--- src/rtl/rat_ctrl_pkg.sv ---
// Shared encodings for the RAT CPU control-flow sequencer.
// Holds the opcode and state enums, the PC input-mux and scratch-address
// select codes, the interrupt vector, and the I_EN update helper.
package rat_ctrl_pkg;

  typedef enum logic [6:0] {
    OP_BRN   = 7'b0010000,
    OP_CALL  = 7'b0010001,
    OP_BREQ  = 7'b0010010,
    OP_BRNE  = 7'b0010011,
    OP_BRCS  = 7'b0010100,
    OP_BRCC  = 7'b0010101,
    OP_RET   = 7'b0110010,
    OP_SEI   = 7'b0110100,
    OP_CLI   = 7'b0110101,
    OP_RETID = 7'b0110110,
    OP_RETIE = 7'b0110111
  } opcode_e;

  typedef enum logic [1:0] {
    ST_INIT  = 2'd0,
    ST_FETCH = 2'd1,
    ST_EXEC  = 2'd2,
    ST_INTR  = 2'd3
  } state_e;

  localparam logic [1:0] PC_SEL_IMM = 2'b00;  // immediate from instruction
  localparam logic [1:0] PC_SEL_STK = 2'b01;  // scratch-RAM data (return)
  localparam logic [1:0] PC_SEL_VEC = 2'b10;  // interrupt vector

  localparam logic [1:0] SCR_ADDR_SP    = 2'b10;
  localparam logic [1:0] SCR_ADDR_SP_M1 = 2'b11;

  localparam logic [9:0] INT_VECTOR = 10'h3FF;

  // I_EN value that results from executing an opcode.
  function automatic logic ien_after(input logic [6:0] op, input logic ien);
    case (opcode_e'(op))
      OP_SEI, OP_RETIE: ien_after = 1'b1;
      OP_CLI, OP_RETID: ien_after = 1'b0;
      default:          ien_after = ien;
    endcase
  endfunction

endpackage

--- src/rtl/pc_sequencer_if.sv ---
// Bundle between the sequencer and the datapath it steers.
// Inputs to the sequencer: OPCODE, C_FLAG, Z_FLAG, INT.
// Outputs from the sequencer: PC controls, PC mux select, stack pointer and
// scratch-RAM controls, flag save/restore, and I_EN for observation.
// master = sequencer side, slave = datapath side.
interface pc_sequencer_if;
  logic [6:0] OPCODE;
  logic       C_FLAG;
  logic       Z_FLAG;
  logic       INT;
  logic       PC_RST;
  logic       PC_LD;
  logic       PC_INC;
  logic [1:0] PC_MUX_SEL;
  logic       SP_INCR;
  logic       SP_DECR;
  logic       SCR_WE;
  logic [1:0] SCR_ADDR_SEL;
  logic       SCR_DATA_SEL;
  logic       FLG_SAVE;
  logic       FLG_RESTORE;
  logic       I_EN;

  modport master (
    input  OPCODE, C_FLAG, Z_FLAG, INT,
    output PC_RST, PC_LD, PC_INC, PC_MUX_SEL, SP_INCR, SP_DECR, SCR_WE,
           SCR_ADDR_SEL, SCR_DATA_SEL, FLG_SAVE, FLG_RESTORE, I_EN
  );

  modport slave (
    output OPCODE, C_FLAG, Z_FLAG, INT,
    input  PC_RST, PC_LD, PC_INC, PC_MUX_SEL, SP_INCR, SP_DECR, SCR_WE,
           SCR_ADDR_SEL, SCR_DATA_SEL, FLG_SAVE, FLG_RESTORE, I_EN
  );
endinterface

--- src/rtl/pc_sequencer_int_ctrl.sv ---
// Interrupt bookkeeping for the sequencer: pending latch, I_EN register and
// the decision to enter INTR after the current EXEC.
// Ports: clk_i, rst_i (async, active-high), int_i (level request),
// exec_i / intr_i (sequencer is in EXEC / INTR), opcode_i (instruction in
// EXEC), i_en_o (enable register), take_o (go to INTR at the next edge).
module int_ctrl
  import rat_ctrl_pkg::*;
(
  input  logic       clk_i,
  input  logic       rst_i,
  input  logic       int_i,
  input  logic       exec_i,
  input  logic       intr_i,
  input  logic [6:0] opcode_i,
  output logic       i_en_o,
  output logic       take_o
);

  logic pend_q, pend_d;
  logic ien_q, ien_d;
  logic ien_exec;

  always_comb begin
    // Enable as it stands once this EXEC's SEI/CLI/RETI* has taken effect,
    // so SEI with a pending request goes straight to INTR and CLI blocks it.
    ien_exec = exec_i ? ien_after(opcode_i, ien_q) : ien_q;
    // A request arriving during EXEC itself is also honoured.
    take_o   = exec_i && (pend_q || int_i) && ien_exec;
    ien_d    = intr_i ? 1'b0 : ien_exec;
    pend_d   = take_o ? 1'b0 : (pend_q || int_i);
  end

  always_ff @(posedge clk_i or posedge rst_i) begin
    if (rst_i) begin
      pend_q <= 1'b0;
      ien_q  <= 1'b0;
    end else begin
      pend_q <= pend_d;
      ien_q  <= ien_d;
    end
  end

  assign i_en_o = ien_q;

endmodule

--- src/rtl/pc_sequencer.sv ---
// Control-flow sequencer for the RAT CPU program counter.
// INIT -> FETCH -> EXEC -> (INTR ->) FETCH ...
// Ports: CLK, RST (async, active-high), bus (pc_sequencer_if.master) carrying
// OPCODE/flags/INT in and PC, stack, scratch-RAM and flag controls out.
// Outputs are decoded combinationally from state, OPCODE and flags, so an
// asynchronous reset drops them to INIT values without waiting for an edge.
module pc_sequencer
  import rat_ctrl_pkg::*;
(
  input  logic          CLK,
  input  logic          RST,
  pc_sequencer_if.master bus
);

  state_e state_q, state_d;
  logic   take;
  logic   ien;

  int_ctrl u_int_ctrl (
    .clk_i    (CLK),
    .rst_i    (RST),
    .int_i    (bus.INT),
    .exec_i   (state_q == ST_EXEC),
    .intr_i   (state_q == ST_INTR),
    .opcode_i (bus.OPCODE),
    .i_en_o   (ien),
    .take_o   (take)
  );

  always_ff @(posedge CLK or posedge RST) begin
    if (RST) state_q <= ST_INIT;
    else     state_q <= state_d;
  end

  logic       pc_rst, pc_ld, pc_inc, sp_incr, sp_decr, scr_we;
  logic       scr_data_sel, flg_save, flg_restore;
  logic [1:0] pc_mux_sel, scr_addr_sel;

  always_comb begin
    state_d      = state_q;
    pc_rst       = 1'b0;
    pc_ld        = 1'b0;
    pc_inc       = 1'b0;
    pc_mux_sel   = PC_SEL_IMM;
    sp_incr      = 1'b0;
    sp_decr      = 1'b0;
    scr_we       = 1'b0;
    scr_addr_sel = 2'b00;
    scr_data_sel = 1'b0;
    flg_save     = 1'b0;
    flg_restore  = 1'b0;
    case (state_q)
      ST_INIT: begin
        pc_rst  = 1'b1;
        state_d = ST_FETCH;
      end
      ST_FETCH: begin
        pc_inc  = 1'b1;
        state_d = ST_EXEC;
      end
      ST_EXEC: begin
        state_d = take ? ST_INTR : ST_FETCH;
        case (opcode_e'(bus.OPCODE))
          OP_BRN:  pc_ld = 1'b1;
          OP_BREQ: pc_ld = bus.Z_FLAG;
          OP_BRNE: pc_ld = ~bus.Z_FLAG;
          OP_BRCS: pc_ld = bus.C_FLAG;
          OP_BRCC: pc_ld = ~bus.C_FLAG;
          OP_CALL: begin
            // PC_COUNT already holds the return address after FETCH.
            pc_ld        = 1'b1;
            scr_we       = 1'b1;
            scr_addr_sel = SCR_ADDR_SP_M1;
            scr_data_sel = 1'b1;
            sp_decr      = 1'b1;
          end
          OP_RET, OP_RETID, OP_RETIE: begin
            // Scratch read is asynchronous, so the pop lands this cycle.
            pc_ld        = 1'b1;
            pc_mux_sel   = PC_SEL_STK;
            scr_addr_sel = SCR_ADDR_SP;
            sp_incr      = 1'b1;
            flg_restore  = (bus.OPCODE != OP_RET);
          end
          default: ;
        endcase
      end
      ST_INTR: begin
        pc_ld        = 1'b1;
        pc_mux_sel   = PC_SEL_VEC;
        scr_we       = 1'b1;
        scr_addr_sel = SCR_ADDR_SP_M1;
        scr_data_sel = 1'b1;
        sp_decr      = 1'b1;
        flg_save     = 1'b1;
        state_d      = ST_FETCH;
      end
      default: state_d = ST_INIT;
    endcase
  end

  assign bus.PC_RST       = pc_rst;
  assign bus.PC_LD        = pc_ld;
  assign bus.PC_INC       = pc_inc;
  assign bus.PC_MUX_SEL   = pc_mux_sel;
  assign bus.SP_INCR      = sp_incr;
  assign bus.SP_DECR      = sp_decr;
  assign bus.SCR_WE       = scr_we;
  assign bus.SCR_ADDR_SEL = scr_addr_sel;
  assign bus.SCR_DATA_SEL = scr_data_sel;
  assign bus.FLG_SAVE     = flg_save;
  assign bus.FLG_RESTORE  = flg_restore;
  assign bus.I_EN         = ien;

endmodule

--- src/flat_wrapper.sv ---
// flat-port wrapper written by rule: the top's interface ports become plain ports
module pc_sequencer_flat import rat_ctrl_pkg::*;
  (CLK, RST, bus_OPCODE, bus_C_FLAG, bus_Z_FLAG, bus_INT, bus_PC_RST, bus_PC_LD, bus_PC_INC, bus_PC_MUX_SEL, bus_SP_INCR, bus_SP_DECR, bus_SCR_WE, bus_SCR_ADDR_SEL, bus_SCR_DATA_SEL, bus_FLG_SAVE, bus_FLG_RESTORE, bus_I_EN);
  pc_sequencer_if bus_i ();
  input  logic CLK;
  input  logic RST;
  input wire logic [$bits(bus_i.OPCODE)-1:0] bus_OPCODE;
  input wire logic [$bits(bus_i.C_FLAG)-1:0] bus_C_FLAG;
  input wire logic [$bits(bus_i.Z_FLAG)-1:0] bus_Z_FLAG;
  input wire logic [$bits(bus_i.INT)-1:0] bus_INT;
  output wire logic [$bits(bus_i.PC_RST)-1:0] bus_PC_RST;
  output wire logic [$bits(bus_i.PC_LD)-1:0] bus_PC_LD;
  output wire logic [$bits(bus_i.PC_INC)-1:0] bus_PC_INC;
  output wire logic [$bits(bus_i.PC_MUX_SEL)-1:0] bus_PC_MUX_SEL;
  output wire logic [$bits(bus_i.SP_INCR)-1:0] bus_SP_INCR;
  output wire logic [$bits(bus_i.SP_DECR)-1:0] bus_SP_DECR;
  output wire logic [$bits(bus_i.SCR_WE)-1:0] bus_SCR_WE;
  output wire logic [$bits(bus_i.SCR_ADDR_SEL)-1:0] bus_SCR_ADDR_SEL;
  output wire logic [$bits(bus_i.SCR_DATA_SEL)-1:0] bus_SCR_DATA_SEL;
  output wire logic [$bits(bus_i.FLG_SAVE)-1:0] bus_FLG_SAVE;
  output wire logic [$bits(bus_i.FLG_RESTORE)-1:0] bus_FLG_RESTORE;
  output wire logic [$bits(bus_i.I_EN)-1:0] bus_I_EN;
  assign bus_i.OPCODE = bus_OPCODE;
  assign bus_i.C_FLAG = bus_C_FLAG;
  assign bus_i.Z_FLAG = bus_Z_FLAG;
  assign bus_i.INT = bus_INT;
  assign bus_PC_RST = bus_i.PC_RST;
  assign bus_PC_LD = bus_i.PC_LD;
  assign bus_PC_INC = bus_i.PC_INC;
  assign bus_PC_MUX_SEL = bus_i.PC_MUX_SEL;
  assign bus_SP_INCR = bus_i.SP_INCR;
  assign bus_SP_DECR = bus_i.SP_DECR;
  assign bus_SCR_WE = bus_i.SCR_WE;
  assign bus_SCR_ADDR_SEL = bus_i.SCR_ADDR_SEL;
  assign bus_SCR_DATA_SEL = bus_i.SCR_DATA_SEL;
  assign bus_FLG_SAVE = bus_i.FLG_SAVE;
  assign bus_FLG_RESTORE = bus_i.FLG_RESTORE;
  assign bus_I_EN = bus_i.I_EN;
  pc_sequencer u_core (.CLK(CLK), .RST(RST), .bus(bus_i));
endmodule
--- config.mk ---
export PLATFORM = sky130hd
export DESIGN_NAME = pc_sequencer_flat
export DESIGN_NICKNAME = d
export VERILOG_FILES = /design/src/rtl/rat_ctrl_pkg.sv /design/src/rtl/pc_sequencer_if.sv /design/src/rtl/pc_sequencer_int_ctrl.sv /design/src/rtl/pc_sequencer.sv /design/src/flat_wrapper.sv
export SDC_FILE = /design/constraint.sdc
export NUM_CORES = 1
export LEC_CHECK = 0
export BUFFER_PORTS_ARGS = -buffer_cell sky130_fd_sc_hd__clkbuf_2
export CAP_MARGIN = 20
export CORE_AREA = 2 2 39 41
export DETAILED_ROUTE_END_ITERATION = 16
export DIE_AREA = 0 0 41 43
export PLACE_DENSITY = 0.62
export SLEW_MARGIN = 20
export SYNTH_ARGS = -nofsm -noshare
export SYNTH_HDL_FRONTEND = slang
export SYNTH_SLANG_ARGS = --single-unit
--- constraint.sdc ---
create_clock -name CLK -period 4.23 [get_ports CLK]
set_clock_uncertainty 0.05 [all_clocks]
set_input_delay 0.2115 -clock CLK [delete_from_list [all_inputs] [get_ports CLK]]
set_output_delay 0.2115 -clock CLK [all_outputs]
set_load 0.05 [all_outputs]
### Word-level counts from Yosys, hierarchy flattened

Cells that the tools add are included.

| cells by class | value |
|---|---|
| equal/unequal tests | 15 |
| muxes and demuxes | 21 |
| bitwise operators | 2 |
| reductions and logical operators | 9 |

Operator list:

| operator | number |
|---|---|
| == test 7 x 5 -> 1 bit, second input constant | 6 |
| == test 7 x 6 -> 1 bit, second input constant | 5 |
| 2-to-1 mux 1 bit | 12 |
| case mux 2 bit (2 select lines) | 3 |
| != test 7 x 6 -> 1 bit, second input constant | 1 |
| case mux 1 bit (2 select lines) | 3 |
| case mux 2 bit (3 select lines) | 1 |
| OR reduction 2 bit | 3 |
| case mux 1 bit (5 select lines) | 1 |
| OR reduction 5 bit | 1 |
| == test 2 bit, second input constant | 2 |
| OR reduction 3 bit | 1 |
| == test 2 x 1 -> 1 bit, second input constant | 1 |
| logical AND 1 bit | 2 |
| zero test 2 bit | 1 |
| 2-to-1 mux 2 bit | 1 |
| NOT 1 bit | 2 |
| logical OR 1 bit | 1 |

| storage, ports and cells | value |
|---|---|
| register bits | 4 |
| input bits | 12 |
| output and inout bits | 14 |

### Logic depth before layout (Yosys ltp)

| depth | value |
|---|---|
| depth in word-level cells | 7 |
| gate-level depth with buffers | 6 |
| depth with buffers taken out | 6 |

### Cells and area by module

A second synthesis with hierarchy kept.

| second synthesis, totals | value |
|---|---|
| cells, all modules | 56 |
| area, all modules | 465.4 sq um |

By module, submodules not included:

| module | instances | cells each | area each (sq um) | seq. area each (sq um) |
|---|---|---|---|---|
| pc_sequencer | 1 | 38 | 290.3 | 50.0 |
| int_ctrl | 1 | 18 | 175.2 | 50.0 |

### Worst setup path before layout

Ideal clock, no wire load.

| timing path | value |
|---|---|
| kind | reg-to-output |
| from | register u_core.state_q[0] |
| to | output port bus_SCR_WE |
| arrival time | 1.664 ns |
| required time | 3.968 ns |
| path slack | 2.305 ns |
| cell stages (with the launch flop) | 4 |
| path buffers | 1 |
| cell sequence | dfrtp_1 ha_1 a21o_1 buf_4 |

| on the way | value |
|---|---|
| longest elaborated chain between the ends | 2 |

RTL lines:

| element | line | text |
|---|---|---|
| start: declaration | pc_sequencer.sv:15 | `state_e state_q, state_d;` |
| start signal: assignment | pc_sequencer.sv:32 | `else state_q <= state_d;` |
| == test 2 bit | n/a |  |
| case mux 1 bit (2 select lines) (*) | n/a |  |
| end: declaration | flat_wrapper.sv:17 | `output wire logic [$bits(bus_i.SCR_WE)-1:0] bus_SCR_WE;` |

Every way passes the cells marked *; elsewhere a longest branch is shown, timed or not.

### Worst setup path in the final report

| timing path | value |
|---|---|
| from | register u_core.state_q[0] |
| to | output port bus_PC_MUX_SEL[0] |

| on the way | value |
|---|---|
| longest elaborated chain between the ends | 2 |

RTL lines:

| element | line | text |
|---|---|---|
| == test 2 bit | pc_sequencer.sv:52 | `case (state_q)` |
| case mux 2 bit (2 select lines) (*) | pc_sequencer.sv:52 |  |
| end: declaration | flat_wrapper.sv:14 | `output wire logic [$bits(bus_i.PC_MUX_SEL)-1:0] bus_PC_MUX_SEL;` |

Marks and branches as above.

==> impl_metrics.json <==
{
  "fin_nets": 93,
  "worstMarginPinSlew_ns": 0.270,
  "grt_util_met2_pct": 14.4,
  "yosysWarnings": 0,
  "clk_pin_slew_ns": 0.04,
  "vias": 414,
  "synth_top_area_share_pct": 23.2,
  "cts.path.max_buffers": 2,
  "postLayoutSetupSlackWorst_ns": 2.29,
  "cp-end-kind": "primary output",
  "grt_use_met3_pct": 2.09,
  "synth_top_family_by_area": "simple AND/OR/NAND/NOR gates",
  "place.gp.congestion": 0.709,
  "ctsResizeCount": 0,
  "grt_setup_unrepaired": "no",
  "pwr-share-clk_pct": 10.6,
  "fmax_mhz": 516,
  "drive_above_1_share_pct": 43.2,
  "drt-initial-drc-count": 6,
  "worstSetupPathType": "reg -> out",
  "period_needed_ns": 1.94,
  "synthFlopType": "dfrtp_1",
  "synth_area_sq_um": 432,
  "drt_wl_total_um": 890,
  "areaGrowthSynthToFinish_pct": 34.8,
  "grtUsageTotal_pct": 11.0,
  "peakVddDrop_mv": 0.436,
  "cp.required_ns": 3.97,
  "synth-compound-area-share_pct": 17.1,
  "io_pins": 26,
  "dieArea_sq_mm": 0.00176,
  "seq_power_share_pct": 13.6,
  "yosys.cell_types.count": 23,
  "status": "complete, no violations",
  "dr.pass1.iters": 2,
  "fin_util_pct": 42.0,
  "clockRootBuffer": "clkbuf_4",
  "hold_class": "in -> reg",
  "synth-adder-area-share_pct": 14.5,
  "port_buffers": 25,
  "drv_slew": 0,
  "core_sq_mm": 0.00138,
  "combPwrFrac_pct": 75.8,
  "first_global_vias": 332,
  "relSlewSlack_pct": 81.8,
  "fin_crit_sh_pct": 45.8,
  "synth_commonest_cells": "5 x ha_1, 5 x inv_1, 4 x dfrtp_1, 4 x nor2_1",
  "p_leak_nw": 0.324,
  "diodes": 0,
  "setup_viol": 0,
  "synth_xor_area_share_pct": 4.06,
  "tns_ns": 0,
  "finalHoldViolCount": 0,
  "fp.dieH_um": 43,
  "synth_simple_gate_area_share_pct": 25.8,
  "dpl.cell_count": 86,
  "numCtsBuffers": 3,
  "syn_nets": 66,
  "p_int_uw": 156,
  "insertion_delay_ns": 0.23,
  "switching_share_pct": 63.7,
  "start_util_pct": 31.2,
  "ys_top_cells_by_area": "dfrtp_1 23%, ha_1 14%, nor4b_4 5.5%, buf_4 5.2%, mux2i_1 4.6%",
  "synth_edf_count": 0,
  "hpwl_um": 744,
  "routed_via_density": 4.60,
  "drc": 0,
  "grt.busiest_layer": "met1",
  "cp_max_fo": 6,
  "die_w_um": 41,
  "yosys_register_bits": 4,
  "netlist_instances": 49,
  "postRouteAntennaNets": 0,
  "synth_top_area_cell": "dfrtp_1",
  "cts_sinks": 4,
  "whs_ns": 0.190,
  "synthMuxAreaShare_pct": 4.64,
  "arrival_ns": 1.68,
  "async_reset_ff_share_pct": 100,
  "cap_violations": 0,
  "cts_tree": "built",
  "antenna_found_initial": 0,
  "power_density_mw_per_mm2": 739,
  "avgSynthCellArea_sq_um": 8.81,
  "grt_use_met1_pct": 16.4,
  "pre_cts_slack_ns": 2.52,
  "rows": 14,
  "grt_pass1_wl_um": 1350,
  "p_switching_uw": 274,
  "htree_levels": 1,
  "gr-total-overflow": 0,
  "grt_start_max_net_pins": 9,
  "yosysSeqAreaShare_pct": 23.2,
  "start_kind": "flip-flop",
  "final_cells": 90,
  "wire_per_inst_um": 9.89
}
[layout by cell type (no fill, tap or decap), drive strengths merged, types with 2 or more instances in the layout]
cell     netlist  layout
xnor2          2       2
clkbuf         0      28
nand2b         2       2
inv            5       5
ha             5       5
o2bb2ai        2       2
nor3           2       2
nor2           4       4
dfrtp          4       4
o21ai          3       3
nand2          4       4
mux2i          2       2
a21o           2       2
[critical path: stages, from the launching register on]
cell and delay [ns]:
dfrtp_1 0.40, inv_1 0.09, ha_1 0.18, and4bb_2 0.30
nand2_1 0.10, nor2_1 0.10, clkbuf_2 0.28
[layout make-up]
cell class              count  area (sq um)
fillers                   139           802
multi-input cells          36           285
repair buffers             26           135
flip-flops and latches      4           100
clock buffers               3          22.5
well taps                  16          20.0
inverters                   5          18.8
[registers in the layout, summed over array words and instances (netlist names)]
name                      count
u_core.state_q                2
u_core.u_int_ctrl.pend_q      1
u_core.u_int_ctrl.i_en_o      1
[power by group through the flow]
stage | Combinational, mW | Sequential [mW] | Clock, mW
after floorplan | 0.287 | 0.0582 | 0
after global placement | 0.327 | 0.0583 | 0
after detailed placement | 0.328 | 0.0591 | 0
after CTS | 0.330 | 0.0585 | 0.0481
after global routing | 0.349 | 0.0605 | 0.0502
final | 0.326 | 0.0584 | 0.0457
[timing repair]
item / in CTS / in global routing
hold buffers: 1 / 0
endpoints found under the hold margin: 4 / 0
buffers inserted: 0 / 0
[worst paths after layout]
check	start	depth (start not counted)	to	slack, ns
hold reg to reg	u_core.u_int_ctrl.pend_q	1	u_core.u_int_ctrl.pend_q	0.45
setup reg to reg	u_core.state_q[0]	6	u_core.u_int_ctrl.i_en_o	2.76
hold / removal	bus_INT	2	u_core.u_int_ctrl.pend_q	0.19
min in group asynchronous	RST	3	u_core.u_int_ctrl.i_en_o	0.34
max in group asynchronous	RST	3	u_core.state_q[0]	3.64
setup / recovery	u_core.state_q[0]	6	bus_PC_MUX_SEL[0]	2.29
[routing by layer]
layer,wire length (um),vias to the layer above,share of wire (%)
li1,-,217,-
met1,428,179,48
met2,376,18,42
met3,86,0,9.7
met4,0,0,0
met5,0,-,0
[cell families (layout without fill, tap and decap cells)]
logic type,count (synthesis),in the layout
flip-flops,4,4
adder cells (fa/ha/maj),5,5
AND/OR/NAND/NOR,17,17
multiplexers,2,2
XOR/XNOR,2,2
buffers and inverters,9,34
AO/OA/AOI/OAI,10,10
[through the flow]
| stage | instance area [sq um] | total power [mW] |
|---|---|---|
| after floorplan | 432 | 0.345 |
| after global placement | 549 | 0.386 |
| after detailed placement | 549 | 0.388 |
| after CTS | 582 | 0.437 |
| after global routing | 582 | 0.460 |
| final | 582 | 0.430 |
No activity file was read; power rests on OpenSTA's default activity.
